File: config.mk
export PLATFORM = sky130hd
export DESIGN_NAME = mmio_uart_tx
export DESIGN_NICKNAME = d
export VERILOG_FILES = /design/src/rtl/mmio_uart_tx.sv
export SDC_FILE = /design/constraint.sdc
export NUM_CORES = 1
export LEC_CHECK = 0
export ABC_AREA = 0
export BUFFER_PORTS_ARGS = -buffer_cell sky130_fd_sc_hd__buf_2
export CAP_MARGIN = 10
export CORE_ASPECT_RATIO = 1.5
export CORE_MARGIN = 2
export CORE_UTILIZATION = 58
export CTS_CLUSTER_DIAMETER = 150
export CTS_CLUSTER_SIZE = 12
export DETAILED_ROUTE_END_ITERATION = 6
export PLACE_DENSITY_LB_ADDON = 0.05
export REMOVE_ABC_BUFFERS = 1
export SLEW_MARGIN = 20
export SYNTH_ARGS = -nofsm -noshare
export SYNTH_HDL_FRONTEND = slang
export SYNTH_SLANG_ARGS = --single-unit
File: constraint.sdc
create_clock -name clk -period 4.3 [get_ports clk]
set_clock_uncertainty 0.05 [all_clocks]
set_input_delay 0.86 -clock clk [delete_from_list [all_inputs] [get_ports clk]]
set_output_delay 0.86 -clock clk [all_outputs]
set_load 0.03 [all_outputs]
File: src/rtl/mmio_uart_tx.sv
// Memory-mapped 8N1 UART transmitter with a TX FIFO, responding on the core's data bus.
// Define MMIO_UART_PARITY_EN to add an even-parity bit (11-bit frame, STATUS[11]=1).
module mmio_uart_tx #(
  parameter logic [31:0] BASE_ADDR    = 32'h0000_0400,
  parameter int          CLKS_PER_BIT = 16,
  parameter int          FIFO_DEPTH   = 8
) (
  input  logic        clk,
  input  logic        reset,
  input  logic [31:0] Address,
  input  logic [31:0] WriteData,
  input  logic        Write,
  input  logic        Read,
  output logic [31:0] ReadData,
  output logic        Hit,
  output logic        tx,
  output logic        irq
);

  localparam int AW = $clog2(FIFO_DEPTH);
  localparam int CW = AW + 1;
  localparam int BW = $clog2(CLKS_PER_BIT);

`ifdef MMIO_UART_PARITY_EN
  localparam logic PAR_FLAG = 1'b1;
`else
  localparam logic PAR_FLAG = 1'b0;
`endif

  typedef enum logic [2:0] {
    S_IDLE  = 3'd0,
    S_START = 3'd1,
    S_DATA  = 3'd2,
    S_STOP  = 3'd3
`ifdef MMIO_UART_PARITY_EN
    ,
    S_PARITY = 3'd4
`endif
  } state_t;

  state_t        state_q, state_d;
  logic [BW-1:0] baud_q, baud_d;
  logic [2:0]    bit_q, bit_d;
  logic [7:0]    shift_q, shift_d;
  logic          par_q, par_d;
  logic          tx_q, tx_d;
  logic [AW-1:0] wr_ptr_q, rd_ptr_q;
  logic [CW-1:0] count_q, count_d;
  logic          ovf_q, ovf_d;
  logic          en_q, irq_en_q;
  logic [7:0]    mem_q [FIFO_DEPTH];

  logic [1:0]  off_s;
  logic        wr_txdata_s, wr_status_s, wr_ctrl_s;
  logic        full_s, empty_s, busy_s, push_s, pop_s, baud_last_s;
  logic [31:0] status_s;
  logic [31:0] rdata_s;
  logic        unused_s;

  assign Hit         = (Address[31:4] == BASE_ADDR[31:4]);
  assign off_s       = Address[3:2];
  assign wr_txdata_s = Write && Hit && (off_s == 2'd0);
  assign wr_status_s = Write && Hit && (off_s == 2'd1);
  assign wr_ctrl_s   = Write && Hit && (off_s == 2'd2);

  assign full_s      = (count_q == CW'(FIFO_DEPTH));
  assign empty_s     = (count_q == {CW{1'b0}});
  assign busy_s      = (state_q != S_IDLE);
  // Fullness is judged before the same-cycle pop, so a push into a full FIFO is always dropped.
  assign push_s      = wr_txdata_s && !full_s;
  assign pop_s       = (state_q == S_IDLE) && en_q && !empty_s;
  assign baud_last_s = (baud_q == BW'(CLKS_PER_BIT - 1));

  assign status_s = {20'd0, PAR_FLAG, 7'(count_q), ovf_q, busy_s, empty_s, full_s};
  assign unused_s = ^{WriteData[31:8], Address[1:0]};

  // Zero-wait-state register read mux.
  always_comb begin
    rdata_s = 32'h0000_0000;
    if (Read && Hit) begin
      case (off_s)
        2'd1:    rdata_s = status_s;
        2'd2:    rdata_s = {30'd0, irq_en_q, en_q};
        default: rdata_s = 32'h0000_0000;
      endcase
    end else begin
      rdata_s = 32'h0000_0000;
    end
  end

  assign ReadData = rdata_s;
  assign tx       = tx_q;
  assign irq      = irq_en_q && empty_s && !busy_s;

  // FIFO occupancy and sticky overflow next-state.
  always_comb begin
    count_d = count_q;
    ovf_d   = ovf_q;
    case ({push_s, pop_s})
      2'b10:   count_d = count_q + CW'(1);
      2'b01:   count_d = count_q - CW'(1);
      default: count_d = count_q;
    endcase
    if (wr_txdata_s && full_s) begin
      ovf_d = 1'b1;
    end else if (wr_status_s && WriteData[3]) begin
      ovf_d = 1'b0;
    end else begin
      ovf_d = ovf_q;
    end
  end

  // FIFO storage; contents need no reset since count gates every read.
  always_ff @(posedge clk) begin
    if (push_s) begin
      mem_q[wr_ptr_q] <= WriteData[7:0];
    end
  end

  // FIFO pointers, count, overflow and CTRL register.
  always_ff @(posedge clk or negedge reset) begin
    if (!reset) begin
      wr_ptr_q <= {AW{1'b0}};
      rd_ptr_q <= {AW{1'b0}};
      count_q  <= {CW{1'b0}};
      ovf_q    <= 1'b0;
      en_q     <= 1'b0;
      irq_en_q <= 1'b0;
    end else begin
      count_q <= count_d;
      ovf_q   <= ovf_d;
      if (push_s) begin
        wr_ptr_q <= wr_ptr_q + AW'(1);
      end
      if (pop_s) begin
        rd_ptr_q <= rd_ptr_q + AW'(1);
      end
      if (wr_ctrl_s) begin
        en_q     <= WriteData[0];
        irq_en_q <= WriteData[1];
      end
    end
  end

  // Serializer next-state; tx is computed from the next state so the pin is registered.
  always_comb begin
    state_d = state_q;
    baud_d  = baud_q;
    bit_d   = bit_q;
    shift_d = shift_q;
    par_d   = par_q;
    case (state_q)
      S_IDLE: begin
        baud_d = {BW{1'b0}};
        if (pop_s) begin
          shift_d = mem_q[rd_ptr_q];
          par_d   = ^mem_q[rd_ptr_q];
          bit_d   = 3'd0;
          state_d = S_START;
        end else begin
          state_d = S_IDLE;
        end
      end
      S_START: begin
        if (baud_last_s) begin
          baud_d  = {BW{1'b0}};
          state_d = S_DATA;
        end else begin
          baud_d = baud_q + BW'(1);
        end
      end
      S_DATA: begin
        if (baud_last_s) begin
          baud_d  = {BW{1'b0}};
          shift_d = {1'b0, shift_q[7:1]};
          if (bit_q == 3'd7) begin
`ifdef MMIO_UART_PARITY_EN
            state_d = S_PARITY;
`else
            state_d = S_STOP;
`endif
          end else begin
            bit_d = bit_q + 3'd1;
          end
        end else begin
          baud_d = baud_q + BW'(1);
        end
      end
`ifdef MMIO_UART_PARITY_EN
      S_PARITY: begin
        if (baud_last_s) begin
          baud_d  = {BW{1'b0}};
          state_d = S_STOP;
        end else begin
          baud_d = baud_q + BW'(1);
        end
      end
`endif
      S_STOP: begin
        if (baud_last_s) begin
          baud_d  = {BW{1'b0}};
          state_d = S_IDLE;
        end else begin
          baud_d = baud_q + BW'(1);
        end
      end
      default: begin
        baud_d  = {BW{1'b0}};
        state_d = S_IDLE;
      end
    endcase

    case (state_d)
      S_START: tx_d = 1'b0;
      S_DATA:  tx_d = shift_d[0];
`ifdef MMIO_UART_PARITY_EN
      S_PARITY: tx_d = par_d;
`endif
      default: tx_d = 1'b1;
    endcase
  end

  // Serializer state register; reset drives tx high without waiting for a clock.
  always_ff @(posedge clk or negedge reset) begin
    if (!reset) begin
      state_q <= S_IDLE;
      baud_q  <= {BW{1'b0}};
      bit_q   <= 3'd0;
      shift_q <= 8'h00;
      par_q   <= 1'b0;
      tx_q    <= 1'b1;
    end else begin
      state_q <= state_d;
      baud_q  <= baud_d;
      bit_q   <= bit_d;
      shift_q <= shift_d;
      par_q   <= par_d;
      tx_q    <= tx_d;
    end
  end

endmodule

Word-level counts from Yosys, hierarchy flattened
Memories as Yosys holds them, arrays and structs flattened.
Cells that the tools add are included.
{"block": "totals", "ff_bits": 32, "latchBits": 0, "ramBits": 64, "rom_bits": 0, "inputBits": 68, "output_inout_bits": 35, "elab_cells": 83, "n_memories": 1}
{"name": "mem_q", "words": 8, "word_bits": 8, "rd": 1, "rd_clocked_by_memory_dff": 0, "wr": 1, "line_no": "51", "source": "logic [7:0] mem_q [FIFO_DEPTH];"}
{"block": "classes", "addsub": 6, "mul": 0, "n_div": 0, "order_cmp": 0, "n_eq_ne": 16, "n_shift": 0, "muxes": 23, "n_bitwise": 0, "n_reduce_logical": 25}
{"operator": "$mux 32", "count": 1}
{"operator": "$pmux 8 s2", "count": 2}
{"operator": "$eq 28x7->1 const B", "count": 1}
{"operator": "$mux 3", "count": 7}
{"operator": "$mux 8", "count": 2}
{"operator": "$logic_and 1x1->1", "count": 12}
{"operator": "$pmux 3 s4", "count": 1}
{"operator": "$add 3x1->3 const B", "count": 3}
{"operator": "$eq 3x2->1 const B", "count": 3}
{"operator": "$add 4x1->4 const B", "count": 2}
{"operator": "$eq 4x4->1 const B", "count": 2}
{"operator": "$mux 4", "count": 2}
{"operator": "$pmux 4 s2", "count": 1}
{"operator": "$eq 3x1->1 const B", "count": 2}
{"operator": "$ne 2x2->1 const B", "count": 3}
{"operator": "$pmux 3 s2", "count": 1}
{"operator": "$reduce_bool 2->1", "count": 3}
{"operator": "$mux 1", "count": 5}
{"operator": "$eq 2x1->1 const B", "count": 2}
{"operator": "$eq 2x2->1 const B", "count": 2}
{"operator": "$logic_not 4->1", "count": 1}
{"operator": "$reduce_and 4->1", "count": 1}
{"operator": "$sub 4x1->4 const B", "count": 1}
{"operator": "$eq 3x3->1 const B", "count": 1}
{"operator": "7 further kinds", "count": 9}

Logic depth before layout (Yosys ltp)
{"block": "depth", "word_depth": 7, "ltp_mapped": 13, "mapped_depth_nobuf": 12}

Least setup slack after synthesis
Ideal clock, no wire load.
{"block": "synth_path", "path_kind": "input to output", "from": "in Address[6]", "to": "out ReadData[0]", "t_arrival_ns": 2.353, "path_slack_ns": 1.037, "cell_stages": 4, "path_buffers": 0, "cell_sequence": "nor4_2 -> nand4_2 -> or2_0 -> nor3_1"}
{"block": "synth_between", "elab_chain_len": 3}
{"element": "start: declaration", "line_no": "10", "source": "input logic [31:0] Address,"}
{"element": "$eq 28x7->1", "line_no": "60", "source": "assign Hit = (Address[31:4] == BASE_ADDR[31:4]);"}
{"element": "$logic_and 1x1->1", "line_no": "80", "source": "if (Read && Hit) begin"}
{"element": "$mux 32", "line_no": "80"}
{"element": "end: declaration", "line_no": "14", "source": "output logic [31:0] ReadData,"}
No other way between the ends.

Worst setup path after layout
{"block": "layout_path", "from": "in Address[19]", "to": "out ReadData[2]"}
The elaborated chain is that of the path after synthesis.

==> flow_summary.yaml <==
sta:
  rsz0062_at_grt: "no"
  setup_slack_ns: 1.05
  finalSetupTns_ns: 0
  setup_viol: 0
  slew_viol_final: 0
  min_period_ns: 3.25
  fin_hold_ws_ns: 0.454
  finalCritPeriodShare: 0.757
  worst_slew_pin_slew_ns: 0.803
  hold_viol: 0
  slew_headroom: 0.465
  fmaxAchievable_mhz: 307
worst_setup_path:
  crit_type: "in -> out"
  crit_required_ns: 3.39
  slowest_delay_ns: 0.39
  crit_path_max_fanout: 5
  cp-start-kind: "input pin"
  path_cells: "buf_2 > nor4_1 > nand3_1 > or2_0 > nor3_1 > buf_2"
  path_common_cell: "buf_2"
  worst_path_max_delay_cell: "nor4_1"
  worstPathArrival_ns: 2.34
  crit_path_end_kind: "output port"
logic_synthesis:
  ys_async_sr_fraction: 0.333
  netlist.area_leader.share: 0.428
  yosysSeqAreaShare: 0.607
  syn-mean-instance-area_um2: 14.7
  ys_ff_latch: 96
  yosysWarningCount: 0
  synth_edf_count: 64
  syn_inst: 305
  yosysUniqueCellTypes: 57
  yosysTopAreaCell: "edfxtp_1"
  yosys-top-cells-area: "edfxtp_1 43%, dfrtp_1 17%, mux4_2 8.0%"
  synth_area_um2: 4490
  synth_ff_type: "edfxtp_1"
global_routing:
  grt_pass1_wl_um: 13300
  overflow: 0
  grt_pass1_vias: 2714
  grt_max_degree: 33
  grt_antenna_before_repair: 0
  track_usage: 0.215
pwr:
  swShare: 0.209
  power.leakage_nw: 2.01
  p_sw_mw: 0.368
  ir_drop_mv: 0.355
  p_clk_frac: 0.397
  internal_power_mw: 1.39
  combPwrFrac: 0.041
  total_power_mw: 1.76
  power.density_nw_per_um2: 352
  pwr-share-seq: 0.562
placement:
  placed_area_um2: 4740
  pre_cts_slack_ns: 0.961
  gp_congestion: 0.783
  portBuffers: 52
  place_inst: 449
  hpwl_um: 5700
floorplan:
  row_count: 39
  io_pins: 103
  die_h_um: 112
  die_w_um: 75.8
  dieArea_um2: 8470
  initial_core_util: 0.593
  core_area_um2: 7560
routing:
  drt-initial-drc-count: 138
  firstDrtPassIters: 4
  drc: 0
  via_per_inst: 5.55
  wl_per_cell_um: 17.4
  wirelength_um: 8090
  ant_nets: 0
  route.met2.wl_um: 4450
  met3_length_um: 210
  drt-met1-wl_um: 3260
  top_layer: "met4"
  vias: 2582
cells_and_area:
  final_cell_mix: "64 x edfxtp_1, 52 x buf_2, 30 x dfrtp_1"
  fin_cells: 465
  fin_area_um2: 5000
  drive_above_1_share: 0.273
  fillers: 585
  antenna_cells: 0
  fin_nets: 437
  syn_to_final_growth_pct: 11.4
  layout_commonest_cell: "edfxtp_1"
  postLayoutCoreUtil: 0.661
cts:
  cts_tree: "yes"
  clock-root-buffer: "clkbuf_16"
  cts_max_level: 3
  insertion_delay_ns: 0.33
  clock_path_buffers: 2
  numCtsBuffers: 9
  cts_num_sinks: 96
  clkTransAtPathRegs_ns: 0.06
  cts_resized: 0
  holdBufCountCts: 0
  postCtsSetupBuffers: 0
worst_hold_path:
  hp-class: "reg -> reg"
outcome:
  status: "finished clean"
job:
  max-cap-violations: 0
==> critical path, delay by kind of cell <==
family,cells,cell delay (ns)
buf+inv,2,0.33
simple gates,4,1.15
==> cell usage after synthesis, types with 8 or more instances <==
library cell and count:
buf_4 25, dfrtp_1 31, edfxtp_1 64, ha_1 11, inv_1 11, mux2i_1 8
mux4_2 16, nand2_1 11, nor2_1 15, nor3_1 8
==> kinds of logic (layout without fill, tap and decap cells) <==
| group | Yosys count | after routing | share of synthesized area |
|---|---|---|---|
| DFF | 96 | 96 | 0.607 |
| other | 1 | 25 | 0.000836 |
| buffers and inverters | 47 | 81 | 0.0638 |
| AOI/OAI and AO/OA | 29 | 29 | 0.0480 |
| xor gates and xnor gates | 11 | 11 | 0.0215 |
| and+or+nand+nor | 81 | 81 | 0.116 |
| adders and majority gates | 11 | 11 | 0.0307 |
| muxes | 29 | 29 | 0.112 |
==> power by group through the flow <==
stage	logic, mW	clock network [mW]	registers [mW]
CTS	0.0713	0.714	0.988
finish	0.0712	0.699	0.988
detailed placement	0.0713	0	1.01
floorplan	0.0353	0	1.01
global route	0.0789	0.754	0.987
global placement	0.0696	0	1.01
==> sequential cells by signal, summed over array words and instances (netlist names) <==
name / count
baud_q: 4
bit_q: 3
count_q: 4
en_q: 1
irq_en_q: 1
mem_q: 64
ovf_q: 1
rd_ptr_q: 3
shift_q: 8
state_q: 3
tx: 1
wr_ptr_q: 3
==> area by class of cell <==
cell class | count | area (um2) | share of cell area
timing repair buffer | 54 | 275 | 0.0551
clock inverter | 5 | 23.8 | 0.00475
inverter | 11 | 41.3 | 0.00826
tap | 102 | 128 | 0.0255
clock buffer | 11 | 233 | 0.0465
sequential | 96 | 2730 | 0.545
multi-input combinational | 186 | 1570 | 0.315
==> worst paths after layout <==
kind / from / end / slack [ns] / depth (start not counted)
max reg2reg: state_q[1] / count_q[2] / 1.39 / 10
min reg2reg: bit_q[1] / bit_q[1] / 0.45 / 1
min in group asynchronous: reset / ovf_q / 0.52 / 1
max in group asynchronous: reset / rd_ptr_q[0] / 3.16 / 1
min: bit_q[1] / bit_q[1] / 0.45 / 1
max: Address[19] / ReadData[2] / 1.05 / 6
==> per-layer routing <==
| layer | GRT usage | vias to the layer above |
|---|---|---|
| li1 | - | 1223 |
| met2 | 0.359 | 41 |
| met5 | 0 | - |
| met1 | 0.271 | 1304 |
| met3 | 0.0416 | 14 |
| met4 | 0.0842 | 0 |
(Power assumes the default switching activity.)
